$ cat config.mk
export PLATFORM = sky130hd
export DESIGN_NAME = operand_fetch
export DESIGN_NICKNAME = d
export VERILOG_FILES = /design/src/rtl/operand_fetch.sv
export SDC_FILE = /design/constraint.sdc
export NUM_CORES = 1
export LEC_CHECK = 0
export BUFFER_PORTS_ARGS = -buffer_cell sky130_fd_sc_hd__buf_2
export CORE_AREA = 3 3 167 169
export CTS_CLUSTER_SIZE = 14
export DETAILED_ROUTE_END_ITERATION = 8
export DIE_AREA = 0 0 170 172
export GPL_TIMING_DRIVEN = 0
export PLACE_DENSITY = 0.53
export RECOVER_POWER = 50
export SYNTH_ARGS = -nofsm -noshare
export SYNTH_HDL_FRONTEND = slang
export SYNTH_SLANG_ARGS = --single-unit
export TNS_END_PERCENT = 1
$ cat constraint.sdc
create_clock -name clk -period 2.4 [get_ports clk]
set_input_delay 0.24 -clock clk [delete_from_list [all_inputs] [get_ports clk]]
set_output_delay 0.24 -clock clk [all_outputs]
set_load 0.01 [all_outputs]
$ cat src/rtl/operand_fetch.sv
// operand_fetch: decode / register-read stage of the Beta pipeline.
// This stage decodes the instruction and drives the register file read
// addresses. It resolves read-after-write hazards against the EX, MEM and WB
// stages, then loads the ID/EX pipeline register using a valid/ready handshake.
//
// Build option OPERAND_BYPASS_EN:
//   defined   - EX > MEM > WB > register-file forwarding; only load-use stalls.
//   undefined - no forwarding; stall while any used source has a pending
//               write in EX, MEM or WB; operands come from the register file.
module operand_fetch #(
    parameter int          XLEN      = 32,
    parameter logic [31:0] NOP_INSTR = 32'h83FFF800
) (
    input  logic            clk,
    input  logic            rst_n,
    // fetch side
    input  logic            if_valid,
    input  logic [31:0]     if_instr,
    input  logic [31:0]     if_pc,
    output logic            id_ready,
    input  logic            flush,
    // register file read ports
    output logic [4:0]      rf_ra1,
    output logic [4:0]      rf_ra2,
    input  logic [XLEN-1:0] rf_rd1,
    input  logic [XLEN-1:0] rf_rd2,
    // EX stage state
    input  logic            ex_valid,
    input  logic            ex_we,
    input  logic            ex_is_load,
    input  logic [4:0]      ex_wa,
    input  logic [XLEN-1:0] ex_result,
    // MEM stage state
    input  logic            mem_valid,
    input  logic            mem_we,
    input  logic [4:0]      mem_wa,
    input  logic [XLEN-1:0] mem_result,
    // write-back port (same strobe that writes the register file)
    input  logic            wb_we,
    input  logic [4:0]      wb_wa,
    input  logic [XLEN-1:0] wb_wd,
    // ID/EX pipeline register
    output logic            de_valid,
    input  logic            de_ready,
    output logic [31:0]     de_instr,
    output logic [31:0]     de_pc,
    output logic [XLEN-1:0] de_a,
    output logic [XLEN-1:0] de_b,
    output logic [XLEN-1:0] de_lit,
    output logic [4:0]      de_rc
);

    localparam logic [5:0] OPC_ST  = 6'h19;
    localparam logic [5:0] OPC_LDR = 6'h1F;
    localparam logic [4:0] R_ZERO  = 5'd31;

    // ------------------------------------------------------------------
    // Decode
    // ------------------------------------------------------------------
    logic [5:0]      opc;
    logic [4:0]      rc_f;
    logic [4:0]      ra_f;
    logic [4:0]      rb_f;
    logic            uses_a;
    logic            uses_b;
    logic            is_st;
    logic [XLEN-1:0] lit_sx;

    assign opc    = if_instr[31:26];
    assign rc_f   = if_instr[25:21];
    assign ra_f   = if_instr[20:16];
    assign rb_f   = if_instr[15:11];
    assign is_st  = (opc == OPC_ST);
    // LDR addresses relative to the PC, so its ra field is not a source.
    assign uses_a = (opc != OPC_LDR);
    // Register-form ALU ops read rb; ST reads rc as the store data.
    assign uses_b = (opc[5:4] == 2'b10) || is_st;
    assign lit_sx = {{(XLEN-16){if_instr[15]}}, if_instr[15:0]};

    // Read addresses go straight to the register file so data returns this cycle.
    assign rf_ra1 = ra_f;
    assign rf_ra2 = is_st ? rc_f : rb_f;

    // ------------------------------------------------------------------
    // Per-source hazard detection and operand selection
    // ------------------------------------------------------------------
    logic [1:0][4:0]      src;
    logic [1:0]           src_used;
    logic [1:0][XLEN-1:0] src_rd;
    logic [1:0][XLEN-1:0] opnd;
    logic [1:0]           src_haz;

    assign src[0]   = rf_ra1;
    assign src[1]   = rf_ra2;
    assign src_used = {uses_b, uses_a};
    assign src_rd   = {rf_rd2, rf_rd1};

    generate
        for (genvar gi = 0; gi < 2; gi++) begin : g_src
            logic            live;
            logic            ex_hit;
            logic            mem_hit;
            logic            wb_hit;
            logic [XLEN-1:0] val;

            // r31 is hard-wired zero, so it never takes part in a hazard.
            assign live    = (src[gi] != R_ZERO);
            assign ex_hit  = live & ex_valid  & ex_we  & (ex_wa  == src[gi]);
            assign mem_hit = live & mem_valid & mem_we & (mem_wa == src[gi]);
            assign wb_hit  = live & wb_we & (wb_wa == src[gi]);

`ifdef OPERAND_BYPASS_EN
            // Load data only appears in MEM, so only a load still in EX must wait.
            assign src_haz[gi] = src_used[gi] & ex_hit & ex_is_load;

            // Youngest producer wins; the WB path covers the write that lands at this edge.
            always_comb begin
                val = src_rd[gi];
                if (!live)
                    val = '0;
                else if (ex_hit)
                    val = ex_result;
                else if (mem_hit)
                    val = mem_result;
                else if (wb_hit)
                    val = wb_wd;
            end
`else
            // Without forwarding, wait until every older write has reached the file.
            assign src_haz[gi] = src_used[gi] & (ex_hit | mem_hit | wb_hit);
            assign val         = live ? src_rd[gi] : '0;
`endif
            assign opnd[gi] = val;
        end
    endgenerate

`ifndef OPERAND_BYPASS_EN
    // Forwarding data inputs have no consumer in this build.
    logic unused_fwd_inputs;
    assign unused_fwd_inputs = ^{ex_is_load, ex_result, mem_result, wb_wd};
`endif

    // ------------------------------------------------------------------
    // Handshake
    // ------------------------------------------------------------------
    logic stall;
    logic xfer;

    logic            valid_q, valid_d;
    logic [31:0]     instr_q, instr_d;
    logic [31:0]     pc_q,    pc_d;
    logic [XLEN-1:0] a_q,     a_d;
    logic [XLEN-1:0] b_q,     b_d;
    logic [XLEN-1:0] lit_q,   lit_d;
    logic [4:0]      rc_q,    rc_d;

    assign stall    = if_valid & (|src_haz);
    assign id_ready = (~valid_q | de_ready) & ~stall & ~flush;
    assign xfer     = if_valid & id_ready;

    // Next state of the ID/EX register: flush, then transfer, then drain/bubble, else hold.
    always_comb begin
        valid_d = valid_q;
        instr_d = instr_q;
        pc_d    = pc_q;
        a_d     = a_q;
        b_d     = b_q;
        lit_d   = lit_q;
        rc_d    = rc_q;
        if (flush) begin
            valid_d = 1'b0;
            instr_d = NOP_INSTR;
        end else if (xfer) begin
            valid_d = 1'b1;
            instr_d = if_instr;
            pc_d    = if_pc;
            a_d     = opnd[0];
            b_d     = opnd[1];
            lit_d   = lit_sx;
            rc_d    = rc_f;
        end else if (de_ready | ~valid_q) begin
            // Register is free but nothing new arrived; a stall inserts a bubble.
            valid_d = 1'b0;
            if (stall)
                instr_d = NOP_INSTR;
        end
    end

    // ID/EX pipeline register with asynchronous reset to an empty bubble.
    always_ff @(posedge clk or negedge rst_n) begin
        if (!rst_n) begin
            valid_q <= 1'b0;
            instr_q <= NOP_INSTR;
            pc_q    <= '0;
            a_q     <= '0;
            b_q     <= '0;
            lit_q   <= '0;
            rc_q    <= '0;
        end else begin
            valid_q <= valid_d;
            instr_q <= instr_d;
            pc_q    <= pc_d;
            a_q     <= a_d;
            b_q     <= b_d;
            lit_q   <= lit_d;
            rc_q    <= rc_d;
        end
    end

    assign de_valid = valid_q;
    assign de_instr = instr_q;
    assign de_pc    = pc_q;
    assign de_a     = a_q;
    assign de_b     = b_q;
    assign de_lit   = lit_q;
    assign de_rc    = rc_q;

endmodule

==> flow_summary.ini, run 1 <==
[status]
outcome = complete, but fails checks
failed_checks = capacitance limit, slew limit

[yosys]
yosysWarnings = 0
yosysUniqueCellTypes = 48
syn_nets = 776
synth_ff_type = dfrtp_1
yosysSeqAreaShare = 0.581
syn_avg_cell_area_um2 = 12.3
netlist_instances = 526
synth_edf_count = 0
ys_seq_elements = 150
async_reset_ff_frac = 1.00
syn_area_mm2 = 0.00649

[global_route]
gr-total-overflow = 0
grt_pass1_wl_mm = 32.4
grt_pass1_vias = 5617
track_usage = 0.143
grt_max_degree = 85
antenna_found_initial = 3

[sta]
maxSlewViolCount = 67
min_period_ps = 2300
fin_crit_sh = 0.957
max_slew_margin = -0.160
max_freq_mhz = 435
tightest_slew_ps = 1740
hold_viol = 0
fin_skew_ps = 12.1
setup_violations = 0
rsz0062_at_grt = true
fin_tns_setup_ps = 0

[routing]
routed_wl_mm = 21.9
wire_per_inst_um = 17.7
final_antenna_net_count = 0
vias = 5451
firstDrtPassIters = 5
dr.first_iter.drc_count = 325
viasPerCell = 4.42
drc = 0

[layout]
final_cell_mix = 191 x buf_2, 140 x clkbuf_1, 134 x dfrtp_1
drive_gt1_frac = 0.359
utilization = 0.346
nNetsFinal = 1128
fin_cells = 1234
syn_to_final_growth_pct = 42.3
final_common_cell = buf_2

[placement]
place_inst = 1188
place_congestion = 0.828
portBuffers = 320
dp_hpwl_mm = 16.6

[clock_network]
cts.clk_slew.worst_paths_ps = 70
clk_latency_ps = 420
cts.sinks = 150
cts-root-buf = clkbuf_16
cts_made_buffers = 17
tritoncts = built
cts_buffer_depth = 2
h-tree-depth = 4

[power_and_ir_drop]
powerDensity_mw_per_mm2 = 809
ir_drop_uv = 355
p_leak_nw = 4.24
power_mw = 7.47

[setup_path]
crit_fanout = 10
critPathArrivalTime_ps = 2590
crit_type = in -> reg
crit_path_start_kind = input pin
crit_required_ps = 2690
cp-end-kind = register
worstRegToRegCells = 7

[die]
initial_core_util = 0.243
io_pins = 427
die_y_um = 172
die_w_um = 170
core_area_mm2 = 0.0267
core.rowCount = 60
die_area_mm2 = 0.0292

[job]
maxCapViolCount = 1

[hold_path]
holdPathStages = 2
min_path_type = in -> reg
## metrics by stage
stage	setup slack, ps	hold WS, ps	instance area, um2
global placement	-1340	442	8520
detailed placement	-691	227	8560
global route	-17.0	7.97	9230
CTS	-33.3	4.13	9290
finish	103	27.1	9240
floorplan	105	-55.6	6490
## state kept, by name (all words and copies together), names as in the netlist
register	cells
de_instr	32
de_lit	16
de_a	32
de_rc	5
de_b	32
de_valid	1
de_pc	32
## layer usage
layer / up-vias / part of all wire / GRT usage
li1: 2589 / - / -
met1: 2605 / 0.43 / 0.185
met2: 221 / 0.48 / 0.234
met3: 34 / 0.071 / 0.0409
met4: 2 / 0.025 / 0.0466
met5: - / 0.00059 / 0
## final cells by class
type	count	area (um2)
flip-flops and latches	150	3770
well taps	341	427
repair buffers	333	1570
clock buffers	18	439
inverters	28	105
plain buffers	59	447
diodes	2	5.00
fillers	2798	17500
multi-input cells	289	2310
clock inverters	14	160
## final timing paths
check / to / startpoint / slack, ps
min: de_pc[9] / if_pc[9] / 30
min in group asynchronous: de_b[11] / rst_n / 800
max in group asynchronous: de_instr[12] / rst_n / 360
max reg2reg: de_b[12] / de_valid / 470
min reg2reg: de_instr[29] / de_instr[29] / 480
max: de_a[5] / if_instr[31] / 100
## critical path, stage by stage
cell     delay, ps
buf_6          110
and4b_2        380
nand2_4        110
a21oi_4        230
nand2_1        100
a32oi_2        270
nand3_2        160
or2_1          250
buf_4          180
buf_6          170
buf_6          150
a22o_1         230
## synth_stat cells, types with 2 or more instances
cell type,number,area share
a21oi_1,7,0.0054
a221oi_1,3,0.0040
a22o_1,64,0.086
a31oi_1,2,0.0019
buf_2,11,0.0085
buf_4,26,0.030
buf_6,12,0.021
clkbuf_1,7,0.0040
clkbuf_2,3,0.0023
dfrtp_1,134,0.52
dfstp_2,16,0.065
inv_1,28,0.016
mux2_1,36,0.062
mux2i_1,2,0.0031
nand2_1,26,0.015
nand3_1,4,0.0031
nand4_1,7,0.0067
nor2_1,4,0.0023
nor3_1,7,0.0054
nor3_2,2,0.0031
o2111ai_1,2,0.0027
o21ai_0,17,0.013
o21ai_1,35,0.027
o22a_1,16,0.022
o22ai_1,3,0.0029
or2_1,2,0.0019
xnor2_1,15,0.020
xor2_1,15,0.020
## where the power goes
| group | internal (mW) | total, mW | switching (mW) |
|---|---|---|---|
| clock | 1.51 | 2.75 | 1.24 |
| sequential | 2.93 | 3.15 | 0.217 |
| combinational | 0.704 | 1.57 | 0.868 |
## kinds of logic after synthesis
logic type      after synthesis  synth area share
simple gates                 61            0.0474
buf+inv                      87            0.0819
compound gates              160             0.183
xor+xnor                     30            0.0405
mux                          38            0.0655
flops                       150             0.581
## repair_timing
action                                  CTS  global route
hold buffers                              2             0
endpoints found under the hold margin    61             0
setup buffers                             7             3
endpoints found under the setup margin  103           148
resized for setup                        12            26
pin swaps                                 3             7
No activity file was read; power rests on OpenSTA's default activity.
==> run 2, diff against run 1 <==
CAP_MARGIN = 10   (was unset)
CTS_BUF_LIST = sky130_fd_sc_hd__clkbuf_4 sky130_fd_sc_hd__clkbuf_8 sky130_fd_sc_hd__clkbuf_16   (was unset)
SETUP_SLACK_MARGIN = 0.2   (was unset)
==> run 2 against run 1 <==
  * The run still ends with capacitance limit, slew limit left
  * Cell area grew 0.16%
  * Critical path depth is the same
  * Worst hold slack gained 3.0 ps
  * Critical path type unchanged
==> flow_summary.ini, run 2 (synthesized netlist as in run 1, its figures left out) <==
[status]
outcome = complete, but fails checks
failed_checks = capacitance limit, slew limit

[power_and_ir_drop]
swShare = 0.302
power.share.combinational = 0.208
p_seq_frac = 0.417
ir_drop_uv = 382
cell_internal_pwr_mw = 5.26
clockPowerShare = 0.375
p_leak_nw = 4.26
p_sw_mw = 2.28
powerDensity_mw_per_mm2 = 816
power_mw = 7.55

[die]
core.rowCount = 60
die_area_mm2 = 0.0292
io_pins = 427
initial_core_util = 0.243
die_w_um = 170
core_area_mm2 = 0.0267
die_y_um = 172

[setup_path]
worstRegToRegCells = 8
crit_required_ps = 2700
crit_path_start = if_instr[31]
regToRegEndpoint = de_a[2]
critPathArrivalTime_ps = 2570
crit_type = in -> reg
cp-end-kind = register
endpoint = de_a[30]
reg2reg_slack_ps = 480
crit_path_start_kind = input pin
reg2reg_from = de_valid
crit_fanout = 10

[layout]
nNetsFinal = 1127
utilization = 0.346
final_cell_mix = 184 x buf_2, 142 x clkbuf_1, 134 x dfrtp_1
syn_to_final_growth_pct = 42.5
drive_gt1_frac = 0.360
final_common_cell = buf_2
fin_cells = 1232

[sta]
maxSlewViolCount = 62
max_freq_mhz = 441
setup_violations = 0
rsz0062_at_grt = true
fin_tns_setup_ps = 0
fin_skew_ps = 16.3
hold_viol = 0
min_period_ps = 2270
tightest_slew_ps = 1660
max_slew_margin = -0.109
fin_crit_sh = 0.945

[clock_network]
h-tree-depth = 4
tritoncts = built
cts_made_buffers = 17
cts.sinks = 150
cts-root-buf = clkbuf_16
cts.clk_slew.worst_paths_ps = 70
clk_latency_ps = 420
cts_buffer_depth = 2

[placement]
place_congestion = 0.819
dp_hpwl_mm = 16.2
portBuffers = 320
place_inst = 1188

[hold_path]
holdPathStages = 2
min_path_type = in -> reg

[routing]
drc = 0
vias = 5480
firstDrtPassIters = 5
wire_per_inst_um = 17.6
dr.first_iter.drc_count = 260
final_antenna_net_count = 0
routed_wl_mm = 21.7
viasPerCell = 4.45

[global_route]
grt_pass1_wl_mm = 32.1
gr-total-overflow = 0
track_usage = 0.141
antenna_found_initial = 2
grt_max_degree = 90
grt_pass1_vias = 5537

[job]
maxCapViolCount = 1
run 2: changes by cell type in the layout (fill, tap and decap cells not counted), sizes merged:
cell         before  now
buf             244  239
bufinv            1    2
clkbuf          164  170
clkinv            4    3
diode             2    1
dlygate4sd3       2    1
inv              36   35
run 2: area by class of cell:
type	instances	area, um2
clock buffer	19	453
sequential	150	3770
multi-input combinational	289	2290
clock inverter	13	159
antenna	1	2.50
timing repair buffer	332	1590
tap	341	427
inverter	28	105
buffer	59	448
fill	2803	17500
run 2: how the worst min path moves through the flow:
stage,from,to
6_report,if_pc[16],de_pc[16]
3_5_place_dp,rst_n,de_pc[17]
5_1_grt,flush,de_valid
4_1_cts,if_pc[16],de_pc[16]
2_1_floorplan,rst_n,de_a[0]
3_3_place_gp,if_pc[27],de_pc[27]
run 2: per-layer routing:
layer | track usage | share of wire | vias to the layer above
met5 | 0 | 0.00032 | -
met4 | 0.0399 | 0.018 | 2
met1 | 0.188 | 0.45 | 2666
met3 | 0.0398 | 0.068 | 25
li1 | - | - | 2578
met2 | 0.227 | 0.47 | 209
run 2: critical path, cell delays in order:
cell       delay (ps)
buf_8             100
and4b_2           370
nand2_4           100
o2111ai_1         140
a21boi_2          120
o311ai_2          330
nand3_2           160
or2_1             240
buf_4             180
buf_6             180
buf_6             160
a22o_1            220
run 2: power groups by stage:
stage | combinational, mW | clock (mW) | sequential (mW)
floorplan | 0.632 | 0 | 3.37
global placement | 1.65 | 0 | 3.17
detailed placement | 1.67 | 0 | 3.18
CTS | 1.70 | 2.93 | 3.14
global route | 1.73 | 3.05 | 3.20
finish | 1.57 | 2.83 | 3.15
run 2: timing repair:
item | 4_1_cts | 5_1_grt
hold endpoints to repair | 45 | 0
setup endpoints to repair | 150 | 147
pin swaps | 12 | 5
gates resized for setup | 33 | 10
buffers inserted | 9 | 1
hold buffers | 1 | 0
run 2: through the flow:
stage,instance area (um2),worst slack (ps),hold slack [ps]
2_1_floorplan,6490,105,-55.6
3_3_place_gp,8520,-1340,451
3_5_place_dp,8560,-732,226
4_1_cts,9390,148,6.85
5_1_grt,9250,21.2,9.20
6_report,9250,131,30.0
==> run 3, diff against run 2 <==
--- a/config.mk
+++ b/config.mk
@@ -14,4 +14,5 @@
 export DIE_AREA = 0 0 170 172
 export GPL_TIMING_DRIVEN = 0
+export MAX_ROUTING_LAYER = met4
 export PLACE_DENSITY = 0.53
 export RECOVER_POWER = 50
==> constraint.sdc (replaced) <==
create_clock -name clk -period 2.4 [get_ports clk]
set_input_delay 0.24 -clock clk [delete_from_list [all_inputs] [get_ports clk]]
set_output_delay 0.24 -clock clk [all_outputs]
set_load 0.005 [all_outputs]
==> run 3 against run 2 <==
  * First-iteration DRC count rose by 6.5%
  * The run still ends with capacitance limit, slew limit left
  * Largest power group unchanged
  * Highest routed layer is now met4
  * Critical path type unchanged
  * Core utilization increased by 0.21 points
  * Non-clock buffer count unchanged
==> flow_summary.ini, run 3 (synthesized netlist as in run 1, its figures left out) <==
[clock_network]
tritoncts = built
cts-root-buf = clkbuf_16
h-tree-depth = 4
cts.sinks = 150
clk_latency_ps = 420
cts_buffer_depth = 2
cts_made_buffers = 17
cts.clk_slew.worst_paths_ps = 70

[layout]
final_cell_mix = 226 x buf_2, 134 x dfrtp_1, 101 x clkbuf_1
nNetsFinal = 1127
final_common_cell = buf_2
multiInputGateArea_mm2 = 0.00230
fin_cells = 1233
drive_gt1_frac = 0.407
utilization = 0.348
fill_cells = 2780
syn_to_final_growth_pct = 43.3
ff_latch_area_mm2 = 0.00377
fin_area_mm2 = 0.00931

[setup_path]
worstRegToRegCells = 5
regToRegEndpoint = de_instr[4]
crit_path_start = if_instr[31]
crit_required_ps = 2700
crit_path_start_kind = input pin
cp-end-kind = register
crit_fanout = 10
critPathArrivalTime_ps = 2580
reg2reg_from = de_valid
crit_type = in -> reg
reg2reg_slack_ps = 480

[sta]
hold_viol = 0
fin_ws_ps = 121
fin_tns_setup_ps = 0
min_period_ps = 2280
hold_ws_ps = 32.7
max_freq_mhz = 439
setup_violations = 0
fin_crit_sh = 0.950
max_slew_margin = -0.107
tightest_slew_ps = 1660
rsz0062_at_grt = true
maxSlewViolCount = 62
fin_skew_ps = 17.3

[hold_path]
holdPathStages = 2
whs_endpoint = de_pc[16]
hp-start = if_pc[16]
min_path_type = in -> reg

[die]
core_area_mm2 = 0.0267
die_area_mm2 = 0.0292
io_pins = 427
die_w_um = 170
core.rowCount = 60
die_y_um = 172
initial_core_util = 0.243

[routing]
final_antenna_net_count = 0
viasPerCell = 4.48
vias = 5521
drc = 0
routed_wl_mm = 21.7
wire_per_inst_um = 17.6
dr.first_iter.drc_count = 277
firstDrtPassIters = 4

[placement]
portBuffers = 320
place_area_mm2 = 0.00856
place_congestion = 0.831
place_inst = 1188
pre_cts_ws_ps = -732
dp_hpwl_mm = 16.2

[global_route]
gr-total-overflow = 0
antenna_found_initial = 2
grt_pass1_wl_mm = 32.1
grt_pass1_vias = 5546
grt_max_degree = 90
track_usage = 0.146

[power_and_ir_drop]
power_mw = 7.39
ir_drop_uv = 382
p_seq_frac = 0.426
power.share.combinational = 0.192
p_leak_nw = 4.39
p_sw_mw = 2.10
clockPowerShare = 0.382
cell_internal_pwr_mw = 5.29
swShare = 0.284
powerDensity_mw_per_mm2 = 794

[job]
maxCapViolCount = 1

[status]
failed_checks = capacitance limit, slew limit
outcome = complete, but fails checks
-- run 3: cell count changes in the layout (fill, tap and decap cells not counted) --
cell      previous run  this run
a21oi_1              7         6
a21oi_2              1         2
buf_2              184       226
buf_4               36        30
clkbuf_1           142       101
clkbuf_4             2         7
diode_2              1         2
-- run 3: per-layer routing --
metal	routed length [um]	track usage	up-vias
li1	-	-	2584
met1	9700	0.189	2696
met2	10200	0.228	219
met3	1420	0.0359	22
met4	374	0.0399	0
met5	0	-	-
-- run 3: how the worst max path moves through the flow --
stage	slack [ps]	to	cells after the start
after floorplan	100	de_lit[12]	10
after global placement	-1340	de_a[18]	1
after detailed placement	-730	de_a[14]	11
final	120	de_a[30]	12
after global routing	20	de_b[27]	12
after CTS	160	id_ready	11
-- run 3: timing repair --
action / in CTS / in global routing
hold buffers: 1 / 0
cloned: 0 / 0
setup endpoints to repair: 150 / 147
pin swaps: 12 / 5
buffers inserted: 9 / 1
endpoints found under the hold margin: 45 / 0
resized for setup: 32 / 11
-- run 3: power groups by stage --
stage	logic, mW	clock network (mW)	registers (mW)
after detailed placement	1.49	0	3.18
after floorplan	0.610	0	3.21
after global routing	1.58	3.05	3.20
final	1.42	2.82	3.14
after CTS	1.52	2.93	3.14
after global placement	1.47	0	3.17
-- run 3: final cells by class --
type | count | share of cell area
diodes | 2 | 0.000538
clock inverters | 13 | 0.0171
repair buffers | 332 | 0.176
clock buffers | 19 | 0.0487
flip-flops and latches | 150 | 0.406
plain buffers | 59 | 0.0481
inverters | 28 | 0.0113
well taps | 341 | 0.0459
multi-input cells | 289 | 0.247
-- run 3: worst max-delay path, cell delays in order --
cell and delay [ps]:
buf_8 100, and4b_2 370, nand2_4 100, o2111ai_1 140
a21boi_2 130, o311ai_2 330, nand3_2 150, or2_1 240
buf_4 180, buf_6 180, buf_6 160, a22o_1 220
